**config.mk**
```make
export PLATFORM = sky130hd
export DESIGN_NAME = core_sequencer
export DESIGN_NICKNAME = d
export VERILOG_FILES = /design/src/rtl/core_sequencer.sv
export SDC_FILE = /design/constraint.sdc
export NUM_CORES = 1
export LEC_CHECK = 0
export ABC_AREA = 1
export CORE_ASPECT_RATIO = 0.75
export CORE_UTILIZATION = 52
export CTS_CLUSTER_SIZE = 16
export DETAILED_ROUTE_END_ITERATION = 10
export PLACE_DENSITY_LB_ADDON = 0.12
export SETUP_SLACK_MARGIN = 0.02
export SLEW_MARGIN = 5
export SYNTH_ARGS = -nofsm -noshare
export SYNTH_HDL_FRONTEND = slang
export SYNTH_SLANG_ARGS = --single-unit
```
**constraint.sdc**
```tcl
create_clock -name clk -period 2.65 [get_ports clk]
set_input_delay 0.265 -clock clk [delete_from_list [all_inputs] [get_ports clk]]
set_output_delay 0.265 -clock clk [all_outputs]
set_load 0.005 [all_outputs]
```
**src/rtl/core_sequencer.sv**
```systemverilog
// Multi-cycle instruction sequencer: walks FETCH/DECODE/EXEC/MEM/WB with per-stage
// start pulses, a stage timeout watchdog, halt handling and a retired-instruction counter.
module core_sequencer #(
    parameter logic [31:0] RESET_PC = 32'h0000_0000,
    parameter logic [15:0] TIMEOUT  = 16'd1023
) (
    input  logic        clk,
    input  logic        rstn,
    input  logic        start_i,
    input  logic        halt_req_i,
    input  logic        fetch_done_i,
    input  logic        decode_done_i,
    input  logic        exec_done_i,
    input  logic        mem_done_i,
    input  logic [5:0]  exec_command_i,
    input  logic        branch_taken_i,
    input  logic [31:0] branch_target_i,
    output logic        fetch_enable_o,
    output logic        decode_enable_o,
    output logic        exec_enable_o,
    output logic        mem_enable_o,
    output logic        wb_enable_o,
    output logic [31:0] pc_o,
    output logic        running_o,
    output logic        fault_o,
    output logic [2:0]  fault_state_o,
    output logic [31:0] retired_o
);

    typedef enum logic [2:0] {
        StIdle   = 3'd0,
        StFetch  = 3'd1,
        StDecode = 3'd2,
        StExec   = 3'd3,
        StMem    = 3'd4,
        StWb     = 3'd5,
        StHalted = 3'd6,
        StFault  = 3'd7
    } state_e;

    state_e      state_q, state_d;
    logic [15:0] cnt_q, cnt_d;
    logic [31:0] pc_q, pc_d;
    logic [31:0] retired_q, retired_d;
    logic        fault_q, fault_d;
    logic [2:0]  fault_state_q, fault_state_d;
    logic [5:0]  cmd_q, cmd_d;
    logic        br_taken_q, br_taken_d;
    logic [31:0] br_target_q, br_target_d;
    logic        halt_q, halt_d;

    logic stage_done;
    logic waiting;
    logic needs_mem;
    logic writes_rf;

    assign needs_mem = (cmd_q[5:4] == 2'b10) || (cmd_q == 6'b110001) || (cmd_q == 6'b111001);
    assign writes_rf = !((cmd_q[5:3] == 3'b101) || (cmd_q == 6'b111001) ||
                         (cmd_q == 6'b000010) || (cmd_q == 6'b000100) || (cmd_q == 6'b000101));

    always_comb begin
        state_d       = state_q;
        cnt_d         = cnt_q;
        pc_d          = pc_q;
        retired_d     = retired_q;
        fault_d       = fault_q;
        fault_state_d = fault_state_q;
        cmd_d         = cmd_q;
        br_taken_d    = br_taken_q;
        br_target_d   = br_target_q;
        halt_d        = halt_q | halt_req_i;
        stage_done    = 1'b0;
        waiting       = 1'b0;

        case (state_q)
            StIdle, StHalted, StFault: begin
                if (start_i) begin
                    pc_d      = RESET_PC;
                    retired_d = 32'd0;
                    fault_d   = 1'b0;
                    state_d   = StFetch;
                end
            end
            StFetch: begin
                waiting    = 1'b1;
                stage_done = fetch_done_i;
                if (fetch_done_i) state_d = StDecode;
            end
            StDecode: begin
                waiting    = 1'b1;
                stage_done = decode_done_i;
                if (decode_done_i) begin
                    cmd_d   = exec_command_i;
                    state_d = StExec;
                end
            end
            StExec: begin
                waiting    = 1'b1;
                stage_done = exec_done_i;
                if (exec_done_i) begin
                    br_taken_d  = branch_taken_i;
                    br_target_d = branch_target_i;
                    state_d     = needs_mem ? StMem : StWb;
                end
            end
            StMem: begin
                waiting    = 1'b1;
                stage_done = mem_done_i;
                if (mem_done_i) state_d = StWb;
            end
            StWb: begin
                retired_d = retired_q + 32'd1;
                pc_d      = br_taken_q ? br_target_q : pc_q + 32'd4;
                state_d   = (halt_q || halt_req_i) ? StHalted : StFetch;
            end
            default: state_d = StIdle;
        endcase

        // Watchdog: the cycle with cnt_q == TIMEOUT is the last one a stage may finish in.
        if (waiting && !stage_done) begin
            if (cnt_q == TIMEOUT) begin
                state_d       = StFault;
                fault_d       = 1'b1;
                fault_state_d = state_q;
            end else begin
                cnt_d = cnt_q + 16'd1;
            end
        end

        if (state_d != state_q) begin
            cnt_d = 16'd0;
            if (state_d == StFetch) begin
                halt_d     = 1'b0;
                br_taken_d = 1'b0;
            end
        end
    end

    always_ff @(posedge clk) begin
        if (!rstn) begin
            state_q       <= StIdle;
            cnt_q         <= 16'd0;
            pc_q          <= RESET_PC;
            retired_q     <= 32'd0;
            fault_q       <= 1'b0;
            fault_state_q <= 3'd0;
            cmd_q         <= 6'd0;
            br_taken_q    <= 1'b0;
            br_target_q   <= 32'd0;
            halt_q        <= 1'b0;
        end else begin
            state_q       <= state_d;
            cnt_q         <= cnt_d;
            pc_q          <= pc_d;
            retired_q     <= retired_d;
            fault_q       <= fault_d;
            fault_state_q <= fault_state_d;
            cmd_q         <= cmd_d;
            br_taken_q    <= br_taken_d;
            br_target_q   <= br_target_d;
            halt_q        <= halt_d;
        end
    end

    // The wait counter is zero only in the first cycle of a state.
    assign fetch_enable_o  = (state_q == StFetch)  && (cnt_q == 16'd0);
    assign decode_enable_o = (state_q == StDecode) && (cnt_q == 16'd0);
    assign exec_enable_o   = (state_q == StExec)   && (cnt_q == 16'd0);
    assign mem_enable_o    = (state_q == StMem)    && (cnt_q == 16'd0);
    assign wb_enable_o     = (state_q == StWb) && writes_rf;

    assign running_o     = !((state_q == StIdle) || (state_q == StHalted) || (state_q == StFault));
    assign pc_o          = pc_q;
    assign retired_o     = retired_q;
    assign fault_o       = fault_q;
    assign fault_state_o = fault_state_q;

endmodule

```
=== After elaboration in Yosys (flattened, before gate mapping) ===
Cells that the tools add are included.

* Flip-flop bits (word level): 127
* Input bits: 47
* Output and inout port bits: 74
* Word-level logic and storage cells: 89

* Add/subtract/negate cells: 3
* Equality and inequality tests: 18
* Muxes and demuxes: 26
* Bitwise logic cells: 3
* Reduce and logical (&&, ||, !) cells: 29

{| class="wikitable"
|+ Operator list
! operator !! count
|-
| 32-bit case mux with 2 select lines || 2
|-
| 32-bit 2-to-1 mux || 2
|-
| 32-bit by 1-bit adder with 32-bit output (second input constant) || 1
|-
| 32-bit by 3-bit adder with 32-bit output (second input constant) || 1
|-
| 3-bit 2-to-1 mux || 8
|-
| 3-bit case mux with 6 select lines || 1
|-
| 16-bit by 1-bit adder with 16-bit output (second input constant) || 1
|-
| 16-bit by 10-bit == test with 1-bit output (second input constant) || 1
|-
| 16-bit zero test || 1
|-
| 3-bit == test (second input constant) || 5
|-
| 6-bit by 3-bit == test with 1-bit output (second input constant) || 2
|-
| 6-bit == test (second input constant) || 2
|-
| 1-bit 2-to-1 mux || 12
|-
| 2-bit AND reduction || 5
|-
| 1-bit logical OR || 9
|-
| 3-bit by 1-bit == test with 1-bit output (second input constant) || 2
|-
| 3-bit by 2-bit == test with 1-bit output (second input constant) || 2
|-
| 6-bit by 2-bit == test with 1-bit output (second input constant) || 1
|-
| 1-bit logical AND || 6
|-
| 1-bit case mux with 4 select lines || 1
|-
| 4-bit OR reduction || 1
|-
| 1-bit zero test || 3
|-
| 3-bit zero test || 1
|-
| 3-bit inequality test || 1
|-
| other kinds (7) || 8
|}

=== Depth between registers and ports, before layout ===
Gate-level depths: netlist of run 1.

* Word-level depth: 11
* Mapped depth: 14
* Gate-level depth less buffers: 13

=== Least setup slack after synthesis of run 1 ===
Ideal clock, no wire load.

* Path kind: flip-flop to flip-flop
* Start point: register pc_q[2] (netlist: pc_o[2])
* End point: register pc_q[24] (netlist: pc_o[24])
* Setup time: 0.132 ns
* Arrival: 1.750 ns
* Data required time: 2.518 ns
* Path slack: 0.768 ns
* Cell stages (with the launch flop): 12
* Buffers on the path: 0
* Clock period less this slack: 1.882 ns
* Cells stage by stage: dfxtp_1 > ha_1 > nand3_1 > nor2_1 > nand2_1 > nor2_1 > nand3_1 > nor2_2 > nand2_1 > xor2_1 > nand2_1 > a21oi_1

* Cells in the longest elaborated chain, start to end: 3

{| class="wikitable"
|+ RTL lines
! element !! RTL line !! source
|-
| from (decl) || 43 || <nowiki>logic [31:0] pc_q, pc_d;</nowiki>
|-
| from (signal assigned) || 154 || <nowiki>pc_q <= pc_d;</nowiki>
|-
| 32-bit by 3-bit adder with 32-bit output || 113 || <nowiki>pc_d = br_taken_q ? br_target_q : pc_q + 32'd4;</nowiki>
|-
| 32-bit 2-to-1 mux || 113 ||
|-
| 32-bit case mux with 2 select lines || 75 || <nowiki>case (state_q)</nowiki>
|}

Every way passes these cells.
A chain may end at the register's enable or synchronous reset.

=== Worst setup path after layout of run 1 ===
* Start point: register cnt_q[0]
* End point: output port exec_enable_o

* Cells in the longest elaborated chain, start to end: 2

{| class="wikitable"
|+ RTL lines
! element !! RTL line !! source
|-
| from (decl) || 42 || <nowiki>logic [15:0] cnt_q, cnt_d;</nowiki>
|-
| from (signal assigned) || 153 || <nowiki>cnt_q <= cnt_d;</nowiki>
|-
| 16-bit zero test || 168 || <nowiki>assign exec_enable_o = (state_q == StExec) && (cnt_q == 16'd0);</nowiki>
|-
| 1-bit logical AND || 168 ||
|-
| to (decl) || 20 || <nowiki>output logic exec_enable_o,</nowiki>
|}

Every way passes these cells.

==> flow_summary_export.csv, run 1 <==
group,metric,value,unit
logic_synthesis,async_reset_ff_share,0,%
worst_hold_path,hp-class,"input pin to flop",
route,wirelength,17900,um
clock_network,path_clk_slew,0.06,ns
pwr,power_density,634,nW/um^2
pwr,power_switching,0.00157,W
floorplanning,die_h,99.4,um
sta,setup-tns-final,0,ns
logic_synthesis,synthTopCellsByArea,"dfxtp_1 (39%), nand2_1 (12%), inv_1 (7.0%)",
setup_path,setup.worst_path.start_class,"flop",
cells_and_area,drive_gt1_share,7.51,%
floorplanning,rows,35,
grt,grt_pass1_wl,29800,um
sta,tightest_slew,0.936,ns
logic_synthesis,synth_simple_gate_area_share,30.7,%
logic_synthesis,synth_cells,975,
logic_synthesis,avgSynthCellArea,6.75,um^2
clock_network,clkSinkCount,127,
sta,min_period_over_period,93.3,%
route,viasPerCell,5.37,
placement,gp_congestion,0.932,
clock_network,tritoncts,"yes",
logic_synthesis,synth_xor_area_share,3.99,%
logic_synthesis,synth_compound_area_share,16.2,%
logic_synthesis,synth_top_family_by_area,"simple AND/OR/NAND/NOR gates",
sta,rsz0062_at_grt,"no",
pwr,p_int,0.00386,W
floorplanning,core,12300,um^2
status,status,"finished, final reports clean",
logic_synthesis,synthAdderAreaFrac,0.761,%
logic_synthesis,synth_most_common_cell,"nand2_1",
setup_path,critPathKind,"flop to primary output",
clock_network,clockBufferDepth,2,
route,drc,0,
placement,port_buffers,120,
sta,skew,0.00956,ns
logic_synthesis,yosys-top-cells-count,"nand2_1 (202), dfxtp_1 (127), inv_1 (123), nor2_1 (120), a21oi_1 (73)",
route,drt_iter0_markers,581,
logic_synthesis,synth_mux_area_share,0,%
floorplanning,ios,121,
floorplanning,die_w,132,um
sta,finalSetupViolCount,0,
setup_path,critPathMaxFanout,4,
grt,grt_pass1_vias,6086,
pwr,pwr-share-clk,45.3,%
pwr,leakage,3.11,nW
floorplanning,dieArea,13100,um^2
clock_network,cts-buffers-inserted,17,
cells_and_area,diodes,0,
sta,maxSlewHeadroom,37.0,%
cells_and_area,nNetsFinal,1143,
route,vias,6830,
grt,grt_usage,28.3,%
logic_synthesis,ys_warn_count,0,
setup_path,arrival,2.21,ns
pwr,combPwrFrac,17.5,%
floorplanning,initial_core_util,53.5,%
sta,hold_violations,0,
clock_network,clock_latency,0.42,ns
job,cap_viol_max_count,0,
sta,finalCriticalPeriod,2.47,ns
sta,slew_violations,0,
setup_path,critPathCaptureType,"primary output",
route,dr.pass1.iters,6,
setup_path,required,2.38,ns
placement,hpwlAfterDp,12500,um
logic_synthesis,synth_top_area_share,38.7,%
sta,hold-worst-slack,0.423,ns
logic_synthesis,synth_flop_cell,"dfxtp_1",
pwr,switching_share,29.0,%
cells_and_area,synthToLayoutAreaGrowth,30.3,%
grt,antenna_found_initial,0,
logic_synthesis,syn-num-nets,1026,
grt,grt_start_max_net_pins,65,
logic_synthesis,synth_area_leader_cell,"dfxtp_1",
logic_synthesis,synth_cell_types,40,
pwr,p_seq_share,37.2,%
logic_synthesis,synth-seq-area-share,38.7,%
clock_network,htreeDepth,4,
setup_path,rrSetupSlack,0.37,ns
clock_network,cts_root_buffer,"clkbuf_16",
logic_synthesis,ys_seq_elements,127,
route,ant_nets,0,
logic_synthesis,synth_area,6580,um^2
pwr,vdd_drop_max,0.000502,V
sta,fmax,404,MHz
logic_synthesis,synth_edf_count,0,
route,wl_per_cell,14.1,um
grt,overflow,0,
-- sequential cells by signal, indices dropped and copies added (netlist names) --
signal	flops
retired_o	32
fault_o	1
state_q	3
br_target_q	32
fault_state_o	3
halt_q	1
cmd_q	6
cnt_q	16
br_taken_q	1
pc_o	32
-- logic make-up (layout without fill, tap and decap cells) --
kind of cell    count (synthesis)  count (layout)
xor+xnor                       30              30
compound gates                191             191
fa+ha+maj                       4               4
flops                         127             127
simple gates                  458             458
buf+inv                       165             295
-- power groups by stage --
stage / clock (W) / sequential [W] / combinational (W)
4_1_cts: 0.00248 / 0.00202 / 0.000933
2_1_floorplan: 0 / 0.00204 / 0.000656
5_1_grt: 0.00257 / 0.00203 / 0.00104
3_3_place_gp: 0 / 0.00206 / 0.000912
3_5_place_dp: 0 / 0.00206 / 0.000918
6_report: 0.00246 / 0.00202 / 0.000948
-- repair_timing --
item                       4_1_cts  5_1_grt
setup endpoints to repair        1        5
resized for setup                1        3
setup buffers                    0        1
hold buffers                     0        0
pin swaps                        2        1
-- final cells by class --
cell class | instances | area, um^2
tap | 166 | 208
timing repair buffer | 132 | 1300
fill | 1070 | 3730
clock inverter | 14 | 190
clock buffer | 18 | 429
sequential | 127 | 2540
inverter | 131 | 492
multi-input combinational | 683 | 3410
-- worst paths after layout --
kind                    from  depth (start not counted)         endpoint
min reg2reg  br_target_q[21]                          2  br_target_q[21]
min                     rstn                          3         pc_o[12]
max                 cnt_q[0]                          8    exec_enable_o
max reg2reg          pc_o[2]                         11         pc_o[26]
-- routing by layer --
metal	GRT usage (%)	part of all wire [%]	up-vias
li1	-	-	3437
met1	41.3	49	3128
met2	42.4	43	244
met3	4.28	6.5	21
met4	9.48	1.0	0
met5	0	0	-
-- cell usage in the layout, fill, tap and decap left out, types with 8 or more instances in the layout --
cell type,instances
xor2_1,21
nand2_1,202
nand4_1,19
xnor2_1,9
a31oi_1,15
nor2_2,13
nor3_1,25
dfxtp_1,126
o21ai_0,65
o22ai_1,11
a21oi_1,73
clkbuf_16,17
nor2_1,119
buf_4,11
a211oi_1,8
inv_1,123
nand3_1,54
clkdlybuf4s50_1,119
inv_2,8
-- worst max-delay path, stage by stage, from the launching register on --
cell and delay, ns:
dfxtp_1 0.33, inv_1 0.11, ha_1 0.16, inv_1 0.05, nor4_2 0.23, nand4_1 0.11, buf_4 0.17, nor2_2 0.12
clkdlybuf4s50_1 0.52
-- metrics by stage --
step	total power [W]	area [um^2]	instances	utilization, %	worst slack (ns)
global placement	0.00297	7930	1238	64.4	0.488
detailed placement	0.00298	7930	1238	64.4	0.439
floorplan	0.00269	6580	975	-	0.768
finish	0.00543	8570	1271	69.7	0.177
CTS	0.00544	8560	1270	69.5	0.0404
global route	0.00565	8570	1271	69.7	0.0202
No activity file was read; power rests on OpenSTA's default activity.
==> run 2, diff against run 1 <==
- GPL_TIMING_DRIVEN: not set -> 0
- clock period: 2.65 -> 3.1 ns (I/O delays scaled with it)
==> flow_summary_export.csv, run 2 (synthesis results as in run 1) <==
group,metric,value,unit
placement,port_buffers,120,
sta,rsz0062_at_grt,"no",
floorplanning,initial_core_util,53.5,%
grt,antenna_found_initial,0,
sta,skew,0.00847,ns
worst_hold_path,hp-class,"flop to flop",
setup_path,critPathCaptureType,"primary output",
cells_and_area,instances_no_fill,1294,
route,drc,0,
setup_path,critPathMaxFanout,10,
pwr,power_density,542,nW/um^2
floorplanning,dieArea,13100,um^2
route,vias,6887,
route,drt_iter0_markers,821,
clock_network,tritoncts,"yes",
clock_network,clockBufferDepth,2,
floorplanning,rows,35,
grt,overflow,0,
grt,grt_pass1_vias,6236,
route,wl_per_cell,14.5,um
sta,setup-tns-final,0,ns
placement,hpwlAfterDp,13700,um
placement,gp_congestion,0.902,
floorplanning,die_h,99.4,um
route,dr.pass1.iters,5,
sta,hold-worst-slack,0.457,ns
cells_and_area,final_cell_mix,"nand2_1 (202), dfxtp_1 (127), inv_1 (123)",
sta,maxSlewHeadroom,55.3,%
clock_network,cts_root_buffer,"clkbuf_16",
placement,dpl.cell_count,1261,
clock_network,clock_latency,0.43,ns
clock_network,hold_buffers,0,
route,ant_nets,0,
floorplanning,core,12300,um^2
cells_and_area,final_common_cell,"nand2_1",
floorplanning,die_w,132,um
status,status,"finished, final reports clean",
clock_network,path_clk_slew,0.06,ns
sta,fmax,343,MHz
sta,hold_violations,0,
pwr,finalPower,0.00468,W
clock_network,clkSinkCount,127,
grt,grt_start_max_net_pins,17,
sta,tightest_slew,0.664,ns
job,cap_viol_max_count,0,
sta,min_period_over_period,94.1,%
setup_path,rr_worst_depth,11,
pwr,vdd_drop_max,0.000507,V
setup_path,arrival,2.61,ns
clock_network,cts-buffers-inserted,17,
route,wirelength,18700,um
cells_and_area,diodes,0,
sta,finalCriticalPeriod,2.92,ns
floorplanning,ios,121,
route,viasPerCell,5.32,
grt,grt_pass1_wl,31000,um
setup_path,required,2.79,ns
grt,grt_usage,29.8,%
sta,finalSetupViolCount,0,
pwr,leakage,3.13,nW
cells_and_area,synthToLayoutAreaGrowth,31.2,%
cells_and_area,nNetsFinal,1166,
clock_network,htreeDepth,4,
worst_hold_path,hold_path_depth,2,
setup_path,setup.worst_path.start_class,"flop",
cells_and_area,drive_gt1_share,7.00,%
cells_and_area,final_util,70.1,%
setup_path,critPathKind,"flop to primary output",
sta,slew_violations,0,
[run 2: changes by cell type in the layout (fill, tap and decap cells not counted), moves of 2 or more]
cell	change
clkbuf_1	+21
buf_4	-9
buf_2	+7
clkinv_4	+4
buf_1	+2
clkinvlp_4	-2
inv_6	-2
[run 2: final timing paths]
check	from	endpoint	slack, ns
max	state_q[1]	wb_enable_o	0.18
min	br_target_q[21]	br_target_q[21]	0.46
max reg2reg	pc_o[3]	pc_o[26]	0.60
min reg2reg	br_target_q[21]	br_target_q[21]	0.46
[run 2: per-stage QoR]
stage | area [um^2] | setup WS [ns]
after floorplan | 6580 | 1.22
after global placement | 7990 | 0.285
after detailed placement | 7990 | 0.301
after CTS | 8610 | 0.0862
after global routing | 8630 | 0.0258
final | 8630 | 0.183
[run 2: repair_timing]
| action | CTS | global route |
|---|---|---|
| setup buffers | 0 | 1 |
| gates resized for setup | 2 | 4 |
| endpoints found under the setup margin | 1 | 1 |
| pin swaps | 0 | 1 |
| endpoints found under the hold margin | 0 | 0 |
[run 2: layout make-up]
| class | instances | area [um^2] |
|---|---|---|
| fill | 1036 | 3680 |
| clock inverter | 14 | 193 |
| multi-input combinational | 683 | 3400 |
| tap | 166 | 208 |
| timing repair buffer | 121 | 1210 |
| buffer | 34 | 153 |
| inverter | 131 | 492 |
| sequential | 127 | 2540 |
| clock buffer | 18 | 429 |
[run 2: worst max-delay path, cell delays in order (launching register included)]
cell,delay [ns]
dfxtp_1,0.38
inv_2,0.16
nand2_1,0.16
nor2_4,0.21
clkbuf_4,0.24
buf_4,0.21
o21ai_0,0.10
a31oi_1,0.18
clkdlybuf4s50_1,0.54
[run 2: routing by layer]
metal	track usage, %	wire [um]
met4	8.86	231
met1	42.8	9130
met5	0	0
met2	44.8	7980
met3	6.42	1400
[run 2: power breakdown]
group	internal [W]	switching [W]
combinational	0.000278	0.000571
clock	0.00134	0.000773
sequential	0.00169	0.0000294
